### src/rtl/mac_seq.sv
// ============================================================================
//  Module   : mac_seq
//  Brief    : Operand sequencer feeding an 8x8 multiply-accumulator to form
//             dot products of a commanded length.
//  Revision : 1.0
// ============================================================================
`default_nettype none

module mac_seq #(
  parameter int DW = 8,
  parameter int AW = 16,
  parameter int LW = 8
) (
  input  logic          clk,
  input  logic          clr,
  input  logic          start,
  input  logic [LW-1:0] len,
  input  logic          op_valid,
  input  logic [DW-1:0] op_a,
  input  logic [DW-1:0] op_b,
  output logic          op_ready,
  output logic [DW-1:0] mac_ina,
  output logic [DW-1:0] mac_inb,
  output logic          mac_clr,
  input  logic [AW-1:0] acc_in,
  output logic          res_valid,
  output logic [AW-1:0] res_data,
  input  logic          res_ready,
  output logic          busy
);

  typedef enum logic [2:0] {
    S_IDLE   = 3'd0,
    S_CLEAR  = 3'd1,
    S_RUN    = 3'd2,
    S_DRAIN1 = 3'd3,
    S_DRAIN2 = 3'd4,
    S_DONE   = 3'd5
  } state_t;

  state_t        r_state;
  state_t        w_next;
  logic [LW-1:0] r_cnt;
  logic [LW-1:0] w_cnt;
  logic [DW-1:0] r_ina;
  logic [DW-1:0] r_inb;
  logic [DW-1:0] w_ina;
  logic [DW-1:0] w_inb;
  logic          r_mclr;
  logic          w_mclr;
  logic          r_rvalid;
  logic          w_rvalid;
  logic [AW-1:0] r_rdata;
  logic [AW-1:0] w_rdata;
  logic          w_accept;

  assign op_ready  = (r_state == S_RUN);
  assign busy      = (r_state != S_IDLE);
  assign w_accept  = op_valid && op_ready;
  assign mac_ina   = r_ina;
  assign mac_inb   = r_inb;
  assign mac_clr   = r_mclr;
  assign res_valid = r_rvalid;
  assign res_data  = r_rdata;

  always_ff @(posedge clk or posedge clr) begin
    if (clr) begin
      r_state  <= S_IDLE;
      r_cnt    <= '0;
      r_ina    <= '0;
      r_inb    <= '0;
      r_mclr   <= 1'b0;
      r_rvalid <= 1'b0;
      r_rdata  <= '0;
    end else begin
      r_state  <= w_next;
      r_cnt    <= w_cnt;
      r_ina    <= w_ina;
      r_inb    <= w_inb;
      r_mclr   <= w_mclr;
      r_rvalid <= w_rvalid;
      r_rdata  <= w_rdata;
    end
  end

  // Operand registers default to zero so idle cycles add nothing to the sum.
  always_comb begin
    w_next   = r_state;
    w_cnt    = r_cnt;
    w_ina    = '0;
    w_inb    = '0;
    w_mclr   = 1'b0;
    w_rvalid = r_rvalid;
    w_rdata  = r_rdata;
    case (r_state)
      S_IDLE: begin
        if (start) begin
          if (len != '0) begin
            w_cnt  = len;
            w_mclr = 1'b1;
            w_next = S_CLEAR;
          end else begin
            w_rdata  = '0;
            w_rvalid = 1'b1;
            w_next   = S_DONE;
          end
        end
      end
      S_CLEAR: w_next = S_RUN;
      S_RUN: begin
        if (w_accept) begin
          w_ina = op_a;
          w_inb = op_b;
          w_cnt = r_cnt - LW'(1);
          if (r_cnt == LW'(1)) begin
            w_next = S_DRAIN1;
          end
        end
      end
      S_DRAIN1: w_next = S_DRAIN2;
      S_DRAIN2: begin
        w_rdata  = acc_in;
        w_rvalid = 1'b1;
        w_next   = S_DONE;
      end
      S_DONE: begin
        if (res_ready) begin
          w_rvalid = 1'b0;
          w_next   = S_IDLE;
        end
      end
      default: w_next = S_IDLE;
    endcase
  end

endmodule

`default_nettype wire

### config.mk
export PLATFORM = sky130hd
export DESIGN_NAME = mac_seq
export DESIGN_NICKNAME = d
export VERILOG_FILES = /design/src/rtl/mac_seq.sv
export SDC_FILE = /design/constraint.sdc
export NUM_CORES = 1
export LEC_CHECK = 0
export BUFFER_PORTS_ARGS = -buffer_cell sky130_fd_sc_hd__buf_2
export CELL_PAD_IN_SITES_DETAIL_PLACEMENT = 0
export CELL_PAD_IN_SITES_GLOBAL_PLACEMENT = 2
export CORE_ASPECT_RATIO = 0.9
export CORE_MARGIN = 3
export CORE_UTILIZATION = 26
export DETAILED_ROUTE_END_ITERATION = 7
export GPL_ROUTABILITY_DRIVEN = 0
export MAX_ROUTING_LAYER = met4
export PLACE_DENSITY_LB_ADDON = 0.1
export SETUP_SLACK_MARGIN = 0.5
export SLEW_MARGIN = 40
export SYNTH_ARGS = -nofsm -noshare
export SYNTH_HDL_FRONTEND = slang
export SYNTH_SLANG_ARGS = --single-unit
### constraint.sdc
create_clock -name clk -period 1.6 [get_ports clk]
set_input_delay 0.32 -clock clk [delete_from_list [all_inputs] [get_ports clk]]
set_output_delay 0.32 -clock clk [all_outputs]
set_load 0.01 [all_outputs]
==> results of run 1 <==
what timing repair did:
| action | CTS | global route |
|---|---|---|
| setup buffers | 16 | 13 |
| endpoints found under the setup margin | 80 | 80 |
| gates resized for setup | 31 | 27 |
| hold endpoints to repair | 0 | 0 |
| pin swaps | 18 | 14 |
cell usage after synthesis (all sizes together), types with 2 or more instances:
master	instances
and3	2
nor4	3
buf	6
nor3	3
clkbuf	5
a22oi	3
nor2b	2
ha	2
nand2	7
o21ai	10
a32o	2
and2	16
a21oi	4
nand4	3
nor2	7
inv	9
a22o	16
or3	2
a32oi	2
nand3	5
or4	2
dfrtp	45
logic make-up after synthesis:
family                     count (synthesis)  share of synthesized area [%]
buffers and inverters                     20                           5.08
muxes                                      1                          0.578
DFF                                       45                           57.8
AOI/OAI and AO/OA                         44                           17.2
adders and majority gates                  2                           1.29
and+or+nand+nor                           57                           17.5
xor gates and xnor gates                   1                          0.450
cell type report:
| class | count | share of cell area [%] |
|---|---|---|
| sequential | 45 | 35.4 |
| timing repair buffer | 133 | 29.3 |
| multi-input combinational | 105 | 27.6 |
| tap | 93 | 3.64 |
| clock buffer | 6 | 2.27 |
| inverter | 9 | 1.33 |
| clock inverter | 2 | 0.470 |
routing by layer:
metal  share of wire, %  vias to the layer above  track usage [%]
met5                  0                        -                -
met4                1.1                        0             2.89
met3                5.0                        4             3.42
met2                 49                       52             22.7
met1                 45                      844             18.0
li1                   -                      873                -
metrics by stage:
stage | worst slack (ns) | TNS, ns | hold slack, ns
final | -0.0387 | -0.0551 | 0.0777
after global routing | -0.0793 | -0.324 | 0.0905
after CTS | -0.0543 | -0.0697 | 0.0794
after detailed placement | -0.158 | -3.07 | 0.400
after global placement | -0.147 | -2.60 | 0.401
after floorplan | 0.00677 | 0 | 0.331
worst paths after layout:
kind	from	end	slack (ns)	cells past startpoint
max reg2reg	r_state[2]$_DFFE_PP0P_	r_cnt[5]$_DFFE_PP0P_	-0.01	7
min in group clk	op_a[0]	mac_ina[0]$_DFF_PP0_	0.23	2
min	clr	mac_ina[4]$_DFF_PP0_	0.08	3
min reg2reg	res_data[10]$_DFFE_PP0P_	res_data[10]$_DFFE_PP0P_	0.50	1
max in group asynchronous	clr	r_state[2]$_DFFE_PP0P_	1.22	3
max	r_state[2]$_DFFE_PP0P_	op_ready	-0.04	3
critical path, delay by kind of cell (launching register included):
family	cells	cell delay [ns]
buf+inv	2	0.15
flops	1	0.44
simple gates	1	0.44
power by group through the flow:
stage / logic [mW] / registers [mW] / clock network, mW
2_1_floorplan: 1.36 / 1.91 / 0
3_3_place_gp: 2.14 / 1.87 / 0
3_5_place_dp: 2.14 / 1.87 / 0
4_1_cts: 2.69 / 1.84 / 0.725
5_1_grt: 3.40 / 1.90 / 0.773
6_report: 3.11 / 1.85 / 0.687
flip-flops by register name, indices dropped and copies added (netlist names):
register	count
r_state	3
res_valid	1
mac_inb	8
res_data	16
mac_ina	8
mac_clr	1
r_cnt	8
==> impl_metrics.tcl, run 1 <==
set metrics [dict create \
    cts.root.buffer_cell "clkbuf_8" \
    yosysTopAreaCell "dfrtp_1" \
    syn_area_per_cell_um2 11.5 \
    criticalPathCategory "reg2out" \
    crit_chain "or3b_4 -> clkinv_4 -> buf_6" \
    fin_crit_sh_pct 102 \
    core_area_mm2 0.00715 \
    dp.final_hpwl_mm 4.09 \
    yosysSeqAreaShare_pct 57.8 \
    pwr-share-clk_pct 12.2 \
    port_buffers 80 \
    synth_edf_count 0 \
    seq_area_mm2 0.00113 \
    rsz0062_at_grt "yes" \
    finalSetupViolCount 3 \
    violations "negative setup slack" \
    clock_latency_ns 0.28 \
    area_growth_pct 64.2 \
    cp_max_fo 3 \
    final_nets 346 \
    dp.cells 356 \
    yosysUniqueCellTypes 42 \
    cts_made_buffers 5 \
    firstDrtPassIters 4 \
    slew_headroom_pct 77.4 \
    drc_errors 0 \
    async_flop_share_pct 100 \
    clk_pin_slew_ns 0.08 \
    grtUsageTotal_pct 14.0 \
    p_sw_mw 2.06 \
    die_area_mm2 0.00856 \
    wl_per_cell_um 14.4 \
    hold_viol 0 \
    syn_area_mm2 0.00195 \
    seq_power_share_pct 32.7 \
    die_w_um 97.2 \
    viasPerCell 4.51 \
    grt.overflow.total 0 \
    stdcell_area_mm2 0.00320 \
    drive_gt1_share_pct 57.7 \
    slowest_stage "dfrtp_2" \
    placed_area_mm2 0.00265 \
    critical_path.max_stage_delay_ns 0.44 \
    start_util_pct 27.2 \
    antenna_found_initial 0 \
    final_common_cell "buf_2" \
    tritoncts "built" \
    diodes 0 \
    drv_slew 0 \
    period_minus_slack_ns 1.64 \
    ctsHoldBuffers 0 \
    grt_pass1_vias 1829 \
    synth_top_area_share_pct 57.8 \
    setup_ws_ns -0.0387 \
    cts.path.max_buffers 2 \
    antenna_left 0 \
    utilization_pct 44.7 \
    totalPowerFinal_mw 5.65 \
    cp-start-kind "flop" \
    cts_sinks 45 \
    fin_skew_ns 0.00536 \
    syn_inst 170 \
    synth_area_leaders "dfrtp_1 58%, a22o_1 7.2%, and2_1 5.1%" \
    critPathArrivalTime_ns 1.32 \
    max_cap_viol_count 0 \
    grt_pass1_wl_mm 9.30 \
    die_y_um 88.1 \
    multi_input_area_um2 882 \
    drtIter0Drc 44 \
    fillers 710 \
    cp_data_required_time_ns 1.28 \
    synth_nets 217 \
    status "finished with violations" \
    ys_warn_count 0 \
    p_comb_share_pct 55.1 \
    fmax_mhz 610 \
    switching_share_pct 36.4 \
    worst_ir_drop_vdd_v 0.000459 \
    synth-main-ff-cell "dfrtp_1" \
    htree_num_levels 2 \
    layout_common_cells "68 x buf_2, 41 x dfrtp_1, 38 x buf_4" \
    power.leakage_nw 1.60 \
    stdcell_count 393 \
    vias 1773 \
    worst_pin_slew_ns 0.340 \
    synth_seq_cells 45 \
    power.density_mw_per_mm2 1770 \
    ios 81 \
    cp-end-kind "primary output" \
    hold_class "in2async" \
    rows 29 \
    wirelength_mm 5.65 \
    grt_max_degree 26 \
    p_int_mw 3.59 \
]
Note: power is estimated with default switching activity, not from simulation.
==> inputs of run 2 (changes only) <==
Settings changed: TNS_END_PERCENT from default to 50.
==> run 2 against run 1 <==
Net effect: the run still ends with negative setup slack left; sequential power barely moved; first-iteration DRC count fell by 52%; non-clock buffer count shrank 9; global-route usage up 0.36 points; flip-flop and latch count unchanged; critical path type unchanged; largest power group unchanged.
==> impl_metrics.tcl, run 2 (same netlist as run 1, synthesis figures left out) <==
set metrics [dict create \
    finalSetupViolCount 3 \
    grtUsageTotal_pct 14.3 \
    wirelength_mm 5.83 \
    cp_data_required_time_ns 1.28 \
    vias 1774 \
    final_common_cell "buf_2" \
    grt_pass1_wl_mm 9.50 \
    antenna_left 0 \
    drc_errors 0 \
    totalPowerFinal_mw 5.82 \
    fmax_mhz 599 \
    wl_per_cell_um 15.2 \
    stdcell_count 384 \
    reg2reg_setup_slack_ns -0.01 \
    cp-end-kind "primary output" \
    antenna_found_initial 0 \
    area_growth_pct 66.0 \
    drive_gt1_share_pct 61.5 \
    htree_num_levels 2 \
    critPathArrivalTime_ns 1.35 \
    tritoncts "built" \
    period_minus_slack_ns 1.67 \
    viasPerCell 4.62 \
    cp_max_fo 3 \
    slew_headroom_pct 80.6 \
    hold_class "in2async" \
    drtIter0Drc 21 \
    firstDrtPassIters 4 \
    start_util_pct 27.2 \
    ctsHoldBuffers 0 \
    ios 81 \
    power.density_mw_per_mm2 1800 \
    violations "negative setup slack" \
    cts.root.buffer_cell "clkbuf_8" \
    setup_ws_ns -0.0683 \
    dp.final_hpwl_mm 4.00 \
    die_area_mm2 0.00856 \
    power.leakage_nw 1.62 \
    grt_max_degree 46 \
    status "finished with violations" \
    criticalPathCategory "reg2out" \
    fin_crit_sh_pct 104 \
    rsz0062_at_grt "yes" \
    core_area_mm2 0.00715 \
    cts_made_buffers 5 \
    drv_slew 0 \
    worst_pin_slew_ns 0.290 \
    clk_pin_slew_ns 0.09 \
    fin_skew_ns 0.00323 \
    clock_latency_ns 0.30 \
    layout_common_cells "69 x buf_2, 42 x dfrtp_1, 26 x buf_4" \
    worst_ir_drop_vdd_v 0.000469 \
    cts.path.max_buffers 2 \
    largest_reg_flops 16 \
    grt_pass1_vias 1870 \
    port_buffers 80 \
    dp.cells 356 \
    rows 29 \
    hold-worst-slack_ns 0.0503 \
    die_w_um 97.2 \
    final_nets 337 \
    die_y_um 88.1 \
    cts_sinks 45 \
    dp_slack_ns -0.179 \
    grt.overflow.total 0 \
    diodes 0 \
    cp-start-kind "flop" \
    hold_viol 0 \
    max_cap_viol_count 0 \
]
run 2: final cells by class:
type                    count  area (um^2)
fillers                   695         3920
flip-flops and latches     45         1130
multi-input cells         105          925
repair buffers            124          907
well taps                  93          116
clock buffers               6         72.6
inverters                   9         42.5
clock inverters             2         38.8
run 2: what timing repair did:
action | CTS | global route
pin swaps | 7 | 11
gates cloned | 1 | 1
setup endpoints to repair | 79 | 80
setup buffers | 11 | 7
resized for setup | 49 | 30
run 2: critical path, stage by stage (launching register included):
cell and delay (ns):
dfrtp_2 0.44, or3b_4 0.45, clkinv_4 0.07, buf_6 0.09
run 2: stage by stage:
step | TNS (ns) | instance area [um^2] | util (%)
finish | -0.122 | 3230 | 45.2
CTS | -0.137 | 3020 | 42.2
global route | -0.389 | 3230 | 45.2
global placement | -2.55 | 2640 | 36.9
detailed placement | -3.51 | 2650 | 37.0
floorplan | 0 | 2040 | -
run 2: worst paths after layout:
path	from	to	depth (start not counted)
worst max-delay path	r_state[2]$_DFFE_PP0P_	op_ready	3
worst min-delay path	clr	res_data[11]$_DFFE_PP0P_	3
worst max register to register	r_state[1]$_DFFE_PP0P_	r_cnt[0]$_DFFE_PP0P_	6
worst min register to register	res_data[3]$_DFFE_PP0P_	res_data[3]$_DFFE_PP0P_	1
max in group asynchronous	clr	r_state[1]$_DFFE_PP0P_	3
min in group clk	op_b[7]	mac_inb[7]$_DFF_PP0_	2
run 2: where the power goes:
group / switching, mW / internal, mW
combinational: 1.39 / 1.73
sequential: 0.291 / 1.55
clock: 0.399 / 0.469
run 2: layer usage:
layer  global-route usage, %  vias up  wire length (um)
li1                        -      856                 -
met1                    17.8      862              2530
met2                    23.9       52              2930
met3                    3.34        4               319
met4                    3.77        0                51
met5                       -        -                 0
==> inputs of run 3 (changes only) <==
Settings changed: CORE_MARGIN 3 to 5.
==> run 3 against run 2 <==
Net effect: the flow still finishes with violations (negative setup slack); sequential share of layout area fell by 0.84 points; worst setup slack improved by 0.030 ns; first-iteration DRC count rose to 2.6 times the previous value; hold slack improved by 0.014 ns; fmax rose by 1.8%; critical path depth did not move; clock skew rose by 0.0048 ns; sequential power barely moved; wire length rose by 0.76%; combinational power rose by 8.0%.
==> impl_metrics.tcl, run 3 (same netlist as run 1, synthesis figures left out) <==
set metrics [dict create \
    fin_skew_ns 0.00803 \
    die_w_um 101 \
    wl_met1_mm 2.66 \
    power.leakage_nw 1.66 \
    tritoncts "built" \
    cts.path.max_buffers 2 \
    criticalPathCategory "reg2out" \
    highest_layer "met4" \
    antenna_left 0 \
    cts.root.buffer_cell "clkbuf_8" \
    drtIter0Drc 55 \
    status "finished with violations" \
    wl_met2_mm 2.84 \
    rsz0062_at_grt "yes" \
    final_common_cell "buf_2" \
    cts_made_buffers 5 \
    ctsHoldBuffers 0 \
    firstDrtPassIters 4 \
    power.density_mw_per_mm2 1800 \
    hold_class "in2async" \
    cp-end-kind "primary output" \
    max_cap_viol_count 0 \
    hold_viol 0 \
    fmax_mhz 610 \
    grt_pass1_wl_mm 9.29 \
    finalSetupViolCount 2 \
    antenna_found_initial 0 \
    rr_endpoint "r_cnt[0]$_DFFE_PP0P_" \
    diodes 0 \
    htree_num_levels 2 \
    clock_latency_ns 0.29 \
    hold-worst-slack_ns 0.0647 \
    grt_max_degree 46 \
    worst_pin_slew_ns 0.298 \
    rows 30 \
    reg2reg_setup_slack_ns 0.03 \
    grt_pass1_vias 1783 \
    start_util_pct 26.2 \
    critPathArrivalTime_ns 1.32 \
    dp.final_hpwl_mm 3.98 \
    cp-start-kind "flop" \
    period_minus_slack_ns 1.64 \
    largest_reg_flops 16 \
    grtUsageTotal_pct 13.1 \
    violations "negative setup slack" \
    fin_crit_sh_pct 102 \
    slew_headroom_pct 80.1 \
    die_area_mm2 0.00932 \
    cts_sinks 45 \
    ios 81 \
    wl_per_cell_um 15.0 \
    placed_area_mm2 0.00264 \
    port_buffers 80 \
    fin_tns_setup_ns -0.0519 \
    die_y_um 92.1 \
    grt.overflow.total 0 \
    r2r-start "r_state[1]$_DFFE_PP0P_" \
    cp_max_fo 4 \
    vias 1796 \
    core_area_mm2 0.00743 \
    met3_length_um 341 \
    drc_errors 0 \
    utilization_pct 44.5 \
    stdcell_area_mm2 0.00331 \
    viasPerCell 4.59 \
    area_growth_pct 69.9 \
    wirelength_mm 5.87 \
    cp_data_required_time_ns 1.28 \
    dp.cells 358 \
    drv_slew 0 \
    drive_gt1_share_pct 62.0 \
    final_nets 341 \
    worst_ir_drop_vdd_v 0.000693 \
    clk_pin_slew_ns 0.09 \
    setup_ws_ns -0.0384 \
    layout_common_cells "66 x buf_2, 43 x dfrtp_1, 34 x buf_6" \
    stdcell_count 391 \
    reg2reg_depth 6 \
]
## run 3: how the worst max path moves through the flow
stage	from	depth (start not counted)	slack [ns]	to
3_3_place_gp	len[2]	6	-0.14	res_data[1]$_DFFE_PP0P_
3_5_place_dp	len[2]	4	-0.16	r_cnt[7]$_DFFE_PP0P_
5_1_grt	r_state[2]$_DFFE_PP0P_	5	-0.08	busy
4_1_cts	r_state[0]$_DFFE_PP0P_	3	-0.05	op_ready
2_1_floorplan	len[2]	6	0.007	res_data[0]$_DFFE_PP0P_
6_report	r_state[2]$_DFFE_PP0P_	3	-0.04	op_ready
## run 3: where the power goes
group	switching (mW)	leakage [nW]	internal (mW)
registers	0.298	0.575	1.54
logic	1.45	1.03	1.92
clock network	0.392	0.0512	0.351
## run 3: metrics by stage
| step | power, mW | worst slack [ns] |
|---|---|---|
| after floorplan | 3.20 | 0.00676 |
| after global placement | 3.97 | -0.139 |
| after detailed placement | 3.99 | -0.160 |
| after CTS | 5.83 | -0.0504 |
| after global routing | 6.38 | -0.0752 |
| final | 5.95 | -0.0384 |
## run 3: what timing repair did
action | in CTS | in global routing
pin swaps | 38 | 10
gates resized for setup | 73 | 16
cloned | 3 | 0
buffers inserted | 16 | 6
setup endpoints to repair | 80 | 80
## run 3: area by class of cell
cell class              instances  area (um^2)
fillers                       748         4120
repair buffers                128         1000
clock buffers                   6         82.6
well taps                      96          120
flip-flops and latches         45         1130
clock inverters                 2         13.8
inverters                       9         42.5
multi-input cells             105          917
## run 3: worst max-delay path: stages, from the launching register on
cell and delay (ns):
dfrtp_1 0.44, or3b_4 0.44, clkinv_4 0.07, buf_6 0.09
## run 3: layer usage
layer  up-vias  global-route usage (%)
met5         -                       -
met4         0                    2.66
met3         4                    2.97
met2        51                    20.5
met1       876                    17.5
li1        865                       -
